**src/rtl/tictactoe_pkg.sv**
```systemverilog
// Shared definitions for the tic-tac-toe datapath: cell codes, board size,
// controller states and a helper to find the opponent of a player.
package tictactoe_pkg;

    localparam logic [1:0] CELL_EMPTY = 2'b00;
    localparam logic [1:0] CELL_X     = 2'b01;
    localparam logic [1:0] CELL_O     = 2'b10;

    localparam int NUM_CELLS = 9;

    typedef enum logic [1:0] {
        TURN_X    = 2'b00,
        TURN_O    = 2'b01,
        CHECK     = 2'b10,
        GAME_OVER = 2'b11
    } state_t;

    // Opponent of the given player; anything that is not X maps to X so an
    // uninitialised mover still yields a legal cell code.
    function automatic logic [1:0] other_player(input logic [1:0] player);
        logic [1:0] result;
        if (player == CELL_X) begin
            result = CELL_O;
        end else begin
            result = CELL_X;
        end
        return result;
    endfunction

endpackage

```
**src/rtl/move_pos_decoder.sv**
```systemverilog
// Maps a 4-bit board position (1..9) to a one-hot cell write enable.
// Positions outside 1..9 give an all-zero enable and pos_in_range = 0.
module move_pos_decoder
    import tictactoe_pkg::*;
(
    input  logic [3:0] move_pos,
    output logic [8:0] cell_we,
    output logic       pos_in_range
);

    // One-hot decode of the requested cell
    always_comb begin
        cell_we      = 9'b0_0000_0000;
        pos_in_range = 1'b0;
        case (move_pos)
            4'd1:    begin cell_we = 9'b0_0000_0001; pos_in_range = 1'b1; end
            4'd2:    begin cell_we = 9'b0_0000_0010; pos_in_range = 1'b1; end
            4'd3:    begin cell_we = 9'b0_0000_0100; pos_in_range = 1'b1; end
            4'd4:    begin cell_we = 9'b0_0000_1000; pos_in_range = 1'b1; end
            4'd5:    begin cell_we = 9'b0_0001_0000; pos_in_range = 1'b1; end
            4'd6:    begin cell_we = 9'b0_0010_0000; pos_in_range = 1'b1; end
            4'd7:    begin cell_we = 9'b0_0100_0000; pos_in_range = 1'b1; end
            4'd8:    begin cell_we = 9'b0_1000_0000; pos_in_range = 1'b1; end
            4'd9:    begin cell_we = 9'b1_0000_0000; pos_in_range = 1'b1; end
            default: begin cell_we = 9'b0_0000_0000; pos_in_range = 1'b0; end
        endcase
    end

endmodule

```
**src/rtl/tictactoe_board_ctrl.sv**
```systemverilog
// Board-state and turn controller. Holds the nine cell registers feeding the
// win / no-space detectors, accepts one legal move per handshake, alternates
// players and resolves win / draw / next turn one cycle after each move.
module tictactoe_board_ctrl
    import tictactoe_pkg::*;
#(
    parameter logic [1:0] FIRST_PLAYER = 2'b01
)
(
    input  logic       clock,
    input  logic       reset_n,
    input  logic       new_game,
    input  logic       move_valid,
    input  logic [3:0] move_pos,
    output logic       move_ready,
    output logic       move_illegal,
    output logic [1:0] pos1,
    output logic [1:0] pos2,
    output logic [1:0] pos3,
    output logic [1:0] pos4,
    output logic [1:0] pos5,
    output logic [1:0] pos6,
    output logic [1:0] pos7,
    output logic [1:0] pos8,
    output logic [1:0] pos9,
    input  logic [1:0] win_in,
    input  logic       no_space,
    output logic [1:0] turn,
    output logic       game_over,
    output logic [1:0] winner,
    output logic       draw
);

    localparam state_t START_STATE = (FIRST_PLAYER == CELL_X) ? TURN_X : TURN_O;

    state_t     state_r;
    state_t     state_s;
    logic [1:0] board_r [NUM_CELLS];
    logic [1:0] mover_r;
    logic [1:0] winner_r;
    logic       move_illegal_r;

    logic [8:0] cell_we_s;
    logic       pos_in_range_s;
    logic       cell_empty_s;
    logic       move_req_s;
    logic       move_accept_s;
    logic       move_reject_s;
    logic [1:0] cur_player_s;

    move_pos_decoder u_move_pos_decoder (
        .move_pos     (move_pos),
        .cell_we      (cell_we_s),
        .pos_in_range (pos_in_range_s)
    );

    // Is the addressed cell free? Out-of-range positions select no cell and
    // are rejected separately through pos_in_range_s.
    always_comb begin
        cell_empty_s = 1'b1;
        for (int i = 0; i < NUM_CELLS; i++) begin
            if (cell_we_s[i] && (board_r[i] != CELL_EMPTY)) begin
                cell_empty_s = 1'b0;
            end else begin
                cell_empty_s = cell_empty_s;
            end
        end
    end

    // Move handshake: only TURN states accept requests; others ignore them
    always_comb begin
        move_req_s   = 1'b0;
        cur_player_s = CELL_X;
        case (state_r)
            TURN_X: begin
                move_req_s   = move_valid;
                cur_player_s = CELL_X;
            end
            TURN_O: begin
                move_req_s   = move_valid;
                cur_player_s = CELL_O;
            end
            default: begin
                move_req_s   = 1'b0;
                cur_player_s = CELL_X;
            end
        endcase
        move_accept_s = move_req_s && pos_in_range_s && cell_empty_s;
        move_reject_s = move_req_s && !move_accept_s;
    end

    // Next-state logic; win beats draw when both are reported in CHECK
    always_comb begin
        state_s = state_r;
        case (state_r)
            TURN_X, TURN_O: begin
                if (move_accept_s) begin
                    state_s = CHECK;
                end else begin
                    state_s = state_r;
                end
            end
            CHECK: begin
                if (win_in != CELL_EMPTY) begin
                    state_s = GAME_OVER;
                end else if (no_space) begin
                    state_s = GAME_OVER;
                end else if (other_player(mover_r) == CELL_O) begin
                    state_s = TURN_O;
                end else begin
                    state_s = TURN_X;
                end
            end
            GAME_OVER: begin
                state_s = GAME_OVER;
            end
            default: begin
                state_s = START_STATE;
            end
        endcase
    end

    // Status outputs decoded straight from the state register
    always_comb begin
        move_ready = 1'b0;
        turn       = CELL_EMPTY;
        game_over  = 1'b0;
        draw       = 1'b0;
        case (state_r)
            TURN_X: begin
                move_ready = 1'b1;
                turn       = CELL_X;
            end
            TURN_O: begin
                move_ready = 1'b1;
                turn       = CELL_O;
            end
            CHECK: begin
                turn = other_player(mover_r);
            end
            GAME_OVER: begin
                game_over = 1'b1;
                draw      = (winner_r == CELL_EMPTY);
            end
            default: begin
                move_ready = 1'b0;
                turn       = CELL_EMPTY;
            end
        endcase
    end

    // State, board, mover, winner and illegal-pulse registers; reset and
    // new_game both clear everything and discard any concurrent move
    always_ff @(posedge clock) begin
        if (!reset_n || new_game) begin
            state_r        <= START_STATE;
            mover_r        <= CELL_EMPTY;
            winner_r       <= CELL_EMPTY;
            move_illegal_r <= 1'b0;
            for (int i = 0; i < NUM_CELLS; i++) begin
                board_r[i] <= CELL_EMPTY;
            end
        end else begin
            state_r        <= state_s;
            move_illegal_r <= move_reject_s;
            for (int i = 0; i < NUM_CELLS; i++) begin
                if (move_accept_s && cell_we_s[i]) begin
                    board_r[i] <= cur_player_s;
                end else begin
                    board_r[i] <= board_r[i];
                end
            end
            if (move_accept_s) begin
                mover_r <= cur_player_s;
            end else begin
                mover_r <= mover_r;
            end
            // Entering GAME_OVER: win_in is the winner, or 00 for a draw
            if ((state_r == CHECK) && (state_s == GAME_OVER)) begin
                winner_r <= win_in;
            end else begin
                winner_r <= winner_r;
            end
        end
    end

    assign move_illegal = move_illegal_r;
    assign winner       = winner_r;
    assign pos1         = board_r[0];
    assign pos2         = board_r[1];
    assign pos3         = board_r[2];
    assign pos4         = board_r[3];
    assign pos5         = board_r[4];
    assign pos6         = board_r[5];
    assign pos7         = board_r[6];
    assign pos8         = board_r[7];
    assign pos9         = board_r[8];

endmodule

```
**config.mk**
```make
export PLATFORM = sky130hd
export DESIGN_NAME = tictactoe_board_ctrl
export DESIGN_NICKNAME = d
export VERILOG_FILES = /design/src/rtl/tictactoe_pkg.sv /design/src/rtl/move_pos_decoder.sv /design/src/rtl/tictactoe_board_ctrl.sv
export SDC_FILE = /design/constraint.sdc
export NUM_CORES = 1
export LEC_CHECK = 0
export BUFFER_PORTS_ARGS = -buffer_cell sky130_fd_sc_hd__buf_2
export CAP_MARGIN = 20
export CORE_MARGIN = 10
export CORE_UTILIZATION = 44
export CTS_CLUSTER_DIAMETER = 60
export CTS_CLUSTER_SIZE = 10
export DETAILED_ROUTE_END_ITERATION = 8
export PLACE_DENSITY = 0.73
export SYNTH_ARGS = -nofsm -noshare
export SYNTH_HDL_FRONTEND = slang
export SYNTH_SLANG_ARGS = --single-unit
```
**constraint.sdc**
```tcl
create_clock -name clock -period 2 [get_ports clock]
set_clock_uncertainty 0.1 [all_clocks]
set_input_delay 0.1 -clock clock [delete_from_list [all_inputs] [get_ports clock]]
set_output_delay 0.1 -clock clock [all_outputs]
set_load 0.03 [all_outputs]
```
==> results.ini, run 1 <==
[timing]
holdWs_ps = 15.1
tightest_slew_ps = 409
clock.fmax_mhz = 491
max_slew_margin_pct = 72.7
maxSlewViolCount = 0
fin_crit_sh_pct = 102
fin_ws_ps = -36.8
setup_viol = 10
finalCriticalPeriod_ps = 2040
hold_violations = 0
rsz0062_at_grt = true

[clock_tree]
cts_buffer_depth = 2
cts_tree = done
h-tree-depth = 1
cts_sinks = 25
cts-root-buf = clkbuf_4
cts.clk_slew.worst_paths_ps = 120
cts_buffers = 3
clock_latency_ps = 310
post_cts_buffers = 0

[place]
port_buffers = 36
hpwl_um = 2070
placed_cells = 165
gp_congestion = 0.893
place_area_sq_um = 1400

[drt]
drc = 0
routed_wl_um = 2700
ant_nets = 0
dr.pass1.iters = 4
drt_iter0_markers = 32
dr_total_vias = 907
wl_per_cell_um = 15.8
routed_via_density = 5.30

[grt]
track_usage_pct = 10.6
antenna_found_initial = 0
grt_pass1_vias = 960
grt_max_degree = 14
overflow = 0
grt_pass1_wl_um = 4370

[layout]
antenna_cells = 0
multi_input_area_sq_um = 492
finalNonFillerCells = 171
drive_above_1_share_pct = 41.1
final_nets = 153
final_cell_area_sq_um = 1490
fill_cells = 214
ff_latch_area_sq_um = 681
syn2layout_area_growth_pct = 30.9

[synth]
yosys-top-cells-area = edfxtp_1 (48%), dfxtp_1 (12%), nor2_1 (5.0%), mux2i_1 (3.5%), o31ai_1 (3.3%)
synth_largest_area_cell = edfxtp_1
netlist_instances = 97
synth_nets = 108
yosys.cell_types.count = 30
synth_top_area_share_pct = 47.5
synth_area_per_cell_sq_um = 11.7
ys_ff_latch = 25
ys_seq_area_share_pct = 59.8
yosysWarnings = 0
synth_area_sq_um = 1140

[setup_path]
worst_setup_path_start_kind = flop
worstRegToRegCells = 5
crit_type = reg -> reg
cp_top_family = compound AO/OA/AOI/OAI gates
crit_required_ps = 1900
crit_path_end_kind = flop
cp_num_cells = 5
path_buf_inv = 0
arrival_ps = 1940
crit_fanout = 4
path_cells = o21bai_1, o22ai_1, a2111oi_4, nand3_2, o31ai_2
regToRegSetupSlack_ps = -40
critPathSlowestCell = a2111oi_4
cpPeakStageDelay_ps = 440

[run_status]
outcome = complete, but fails checks
violations = negative setup slack

[die]
die_h_um = 70.8
die_area_sq_um = 5020
die_w_um = 70.8
coreArea_sq_um = 2480
pin_count = 37
rows = 18
start_util_pct = 45.9

[hold_path]
hold_depth = 4
hold_class = in -> reg

[power]
report.power.total_w = 0.00102
vdd_drop_max_uv = 394
powerDensity_nw_per_um2 = 686
p_leak_nw = 0.629

[job]
drv_cap = 0

Yosys cell counts:
cell	number
a22oi_1	1
and2_1	1
edfxtp_1	18
buf_2	1
nor2_1	15
nor3b_1	2
inv_1	4
o21ai_0	4
nor3_1	4
o31ai_1	5
clkbuf_1	1
dfxtp_1	7
a2111oi_4	1
o21bai_1	2
nand2_1	8
or2_2	1
or2b_2	1
nand3_1	1
o41ai_2	1
buf_4	1
o41ai_1	1
a21oi_1	1
nor2b_1	2
a211oi_2	1
a22o_1	1
o22ai_1	2
a211oi_1	1
o211ai_4	1
mux2i_1	4
nand2b_1	4
metal layers:
| layer | up-vias | wire, um | GRT usage (%) |
|---|---|---|---|
| li1 | 443 | - | - |
| met1 | 434 | 1100 | 11.8 |
| met2 | 30 | 1400 | 17.2 |
| met3 | 0 | 205 | 4.46 |
| met4 | 0 | 0 | 4.95 |
| met5 | - | 0 | 0 |
report_power, final:
group	internal [W]	switching, W
logic	0.0000689	0.000142
registers	0.000583	0.0000128
clock network	0.0000778	0.000136
total	0.000730	0.000291
state kept, by name (all words and copies together), names as in the netlist:
name          count
move_illegal      1
state_r           2
winner            2
mover_r           2
board_r          18
worst paths after layout:
check,startpoint,end
max,board_r[3][1],board_r[3][1]
min reg2reg,mover_r[0],mover_r[0]
max reg2reg,board_r[3][1],board_r[3][1]
min,new_game,mover_r[0]
worst register-to-register path, delay by kind of cell, from the launching register on:
family	cells	cell delay, ps
compound gates	4	1030
flops	1	390
simple gates	1	220
logic make-up (layout without fill, tap and decap cells):
group / Yosys count / after routing / share of synthesized area, %
AND/OR/NAND/NOR: 39 / 39 / 16.3
flip-flops: 25 / 25 / 59.8
AO/OA/AOI/OAI: 22 / 22 / 17.6
buffers and inverters: 7 / 51 / 2.75
multiplexers: 4 / 4 / 3.52
repair_timing:
| action | 4_1_cts | 5_1_grt |
|---|---|---|
| pin swaps | 2 | 1 |
| setup endpoints to repair | 14 | 19 |
| hold endpoints to repair | 2 | 0 |
| hold buffers | 2 | 0 |
| resized for setup | 4 | 2 |
placed cells by master (no fill, tap or decap), types with 3 or more instances in the layout:
cell type and n:
o31ai_2 3, nand2_1 8, clkbuf_4 3, nor2_1 15, inv_1 4, mux2i_1 4
edfxtp_1 18, nor3_1 4, buf_4 5, nand2b_1 4, buf_2 36, dfxtp_1 7
stage by stage:
step	setup WS [ps]	TNS [ps]	utilization [%]
final	-36.8	-226	60.1
after global routing	-142	-1880	60.1
after CTS	-9.31	-51.0	59.8
after detailed placement	-59.1	-259	56.6
after global placement	32.0	0	56.6
after floorplan	-154	-1680	-
cell type report:
type | count | area share [%]
Sequential cell | 25 | 45.7
Multi-Input combinational cell | 65 | 33.0
Tap cell | 30 | 2.52
Inverter | 4 | 1.01
Timing Repair Buffer | 43 | 16.0
Clock buffer | 4 | 1.76
No activity file was read; power rests on OpenSTA's default activity.
==> run 2: changes to the inputs <==
--- a/config.mk
+++ b/config.mk
@@ -12,7 +12,8 @@
 export CTS_CLUSTER_DIAMETER = 60
 export CTS_CLUSTER_SIZE = 10
 export DETAILED_ROUTE_END_ITERATION = 8
-export PLACE_DENSITY = 0.73
+export PLACE_DENSITY = 0.83
 export SYNTH_ARGS = -nofsm -noshare
 export SYNTH_HDL_FRONTEND = slang
 export SYNTH_SLANG_ARGS = --single-unit
+export TNS_END_PERCENT = 5
==> run 2 against run 1 <==
The flow still finishes with violations (negative setup slack). Die area is the same. Sequential share of layout area shrank 0.83 points. Total power grew 0.68%. Non-clock buffer count is the same. Flip-flop and latch count is the same. Wire length grew 1.7%. Via count grew 1.1%. Utilization grew 1.1 points. Maximum frequency shrank 1.7%. Worst setup slack lost 34 ps. Cell count is the same.
==> results.ini, run 2 (synthesized netlist as in run 1, its figures left out) <==
[clock_tree]
cts_sinks = 25
cts-root-buf = clkbuf_4
cts_buffers = 3
cts.clk_slew.worst_paths_ps = 130
cts_buffer_depth = 2
clock_latency_ps = 310
cts_tree = done
post_cts_buffers = 0
h-tree-depth = 1

[die]
coreArea_sq_um = 2480
pin_count = 37
die_w_um = 70.8
start_util_pct = 45.9
die_h_um = 70.8
die_area_sq_um = 5020
rows = 18

[timing]
maxSlewViolCount = 0
fin_tns_setup_ps = -434
tightest_slew_ps = 427
setup_viol = 12
finalCriticalPeriod_ps = 2070
rsz0062_at_grt = true
clock.fmax_mhz = 483
fin_crit_sh_pct = 104
fin_ws_ps = -71.2
max_slew_margin_pct = 71.2
holdWs_ps = 19.4
hold_violations = 0

[grt]
overflow = 0
grt_pass1_vias = 988
antenna_found_initial = 0
grt_pass1_wl_um = 4600
grt_max_degree = 15
track_usage_pct = 10.9

[layout]
largest_reg_flops = 18
utilization_pct = 61.2
syn2layout_area_growth_pct = 33.3
layout_common_cells = buf_2 (36), edfxtp_1 (18), nor2_1 (15)
fill_cells = 196
antenna_cells = 0
regMostFlops = board_r
final_common_cell = buf_2
drive_above_1_share_pct = 42.6
final_nets = 153

[setup_path]
path_cells = o21bai_1, o22ai_2, a2111oi_4, o211ai_4, o41ai_4
crit_path_end_kind = flop
crit_type = reg -> reg
worstRegToRegCells = 5
worstReg2RegEnd = board_r[7][1]
regToRegSetupSlack_ps = -70
arrival_ps = 1980
rr_startpoint = board_r[3][1]
critPathSlowestCell = edfxtp_1
crit_fanout = 6
cpPeakStageDelay_ps = 420
startpoint = board_r[3][1]
crit_end = board_r[7][1]
crit_required_ps = 1900
worst_setup_path_start_kind = flop

[power]
p_leak_nw = 0.633
report.power.total_w = 0.00103
powerDensity_nw_per_um2 = 678
vdd_drop_max_uv = 529

[place]
gp_congestion = 0.827
port_buffers = 36
dp_slack_ps = -141
hpwl_um = 2070

[drt]
routed_wl_um = 2750
drc = 0
dr_total_vias = 917
wl_per_cell_um = 16.1
routed_via_density = 5.36
drt_iter0_markers = 21
ant_nets = 0
dr.pass1.iters = 4

[hold_path]
hold_class = in -> reg

[job]
drv_cap = 0

[run_status]
outcome = complete, but fails checks
violations = negative setup slack

-- run 2: changes by cell type in the layout (fill, tap and decap cells not counted) --
cell	change
o31ai_2	-2
o31ai_4	+2
o21ai_1	-1
o21ai_2	+1
o22ai_1	-1
o22ai_2	+1
-- run 2: per-stage QoR --
stage	area, sq um	cells
global placement	1400	165
CTS	1500	171
global route	1520	171
detailed placement	1400	165
floorplan	1160	97
finish	1520	171
-- run 2: layout make-up --
cell class	count	area (sq um)	share of cell area (%)
Inverter	4	15.0	0.990
Timing Repair Buffer	43	238	15.7
Multi-Input combinational cell	65	519	34.2
Sequential cell	25	681	44.9
Tap cell	30	37.5	2.48
Clock buffer	4	26.3	1.73
-- run 2: routing by layer --
| layer | part of all wire, % | vias to the layer above | GRT usage, % |
|---|---|---|---|
| met2 | 52 | 32 | 19.8 |
| met3 | 6.5 | 2 | 3.35 |
| met5 | 0 | - | 0 |
| li1 | - | 446 | - |
| met4 | 0.15 | 0 | 3.23 |
| met1 | 41 | 437 | 11.8 |
-- run 2: where the power goes --
group / total [W] / internal [W] / switching (W)
Combinational: 0.000218 / 0.0000708 / 0.000147
Clock: 0.000214 / 0.0000778 / 0.000136
Sequential: 0.000596 / 0.000583 / 0.0000133
-- run 2: timing repair --
| item | in CTS | in global routing |
|---|---|---|
| resized for setup | 10 | 4 |
| endpoints found under the setup margin | 18 | 23 |
| cloned | 0 | 0 |
| hold buffers | 2 | 0 |
| pin swaps | 3 | 1 |
| hold endpoints to repair | 2 | 0 |
-- run 2: worst min-delay path by stage --
stage                     from            to  cells past startpoint
finish              move_valid  move_illegal                      3
global route           reset_n     winner[0]                      3
CTS                 move_valid  move_illegal                      3
detailed placement   win_in[0]     winner[0]                      3
global placement     win_in[1]     winner[1]                      3
floorplan            win_in[0]     winner[0]                      2
-- run 2: worst max-delay path, delay by kind of cell, from the launching register on --
kind | cells | cell delay, ps
flops | 1 | 420
compound gates | 5 | 1260
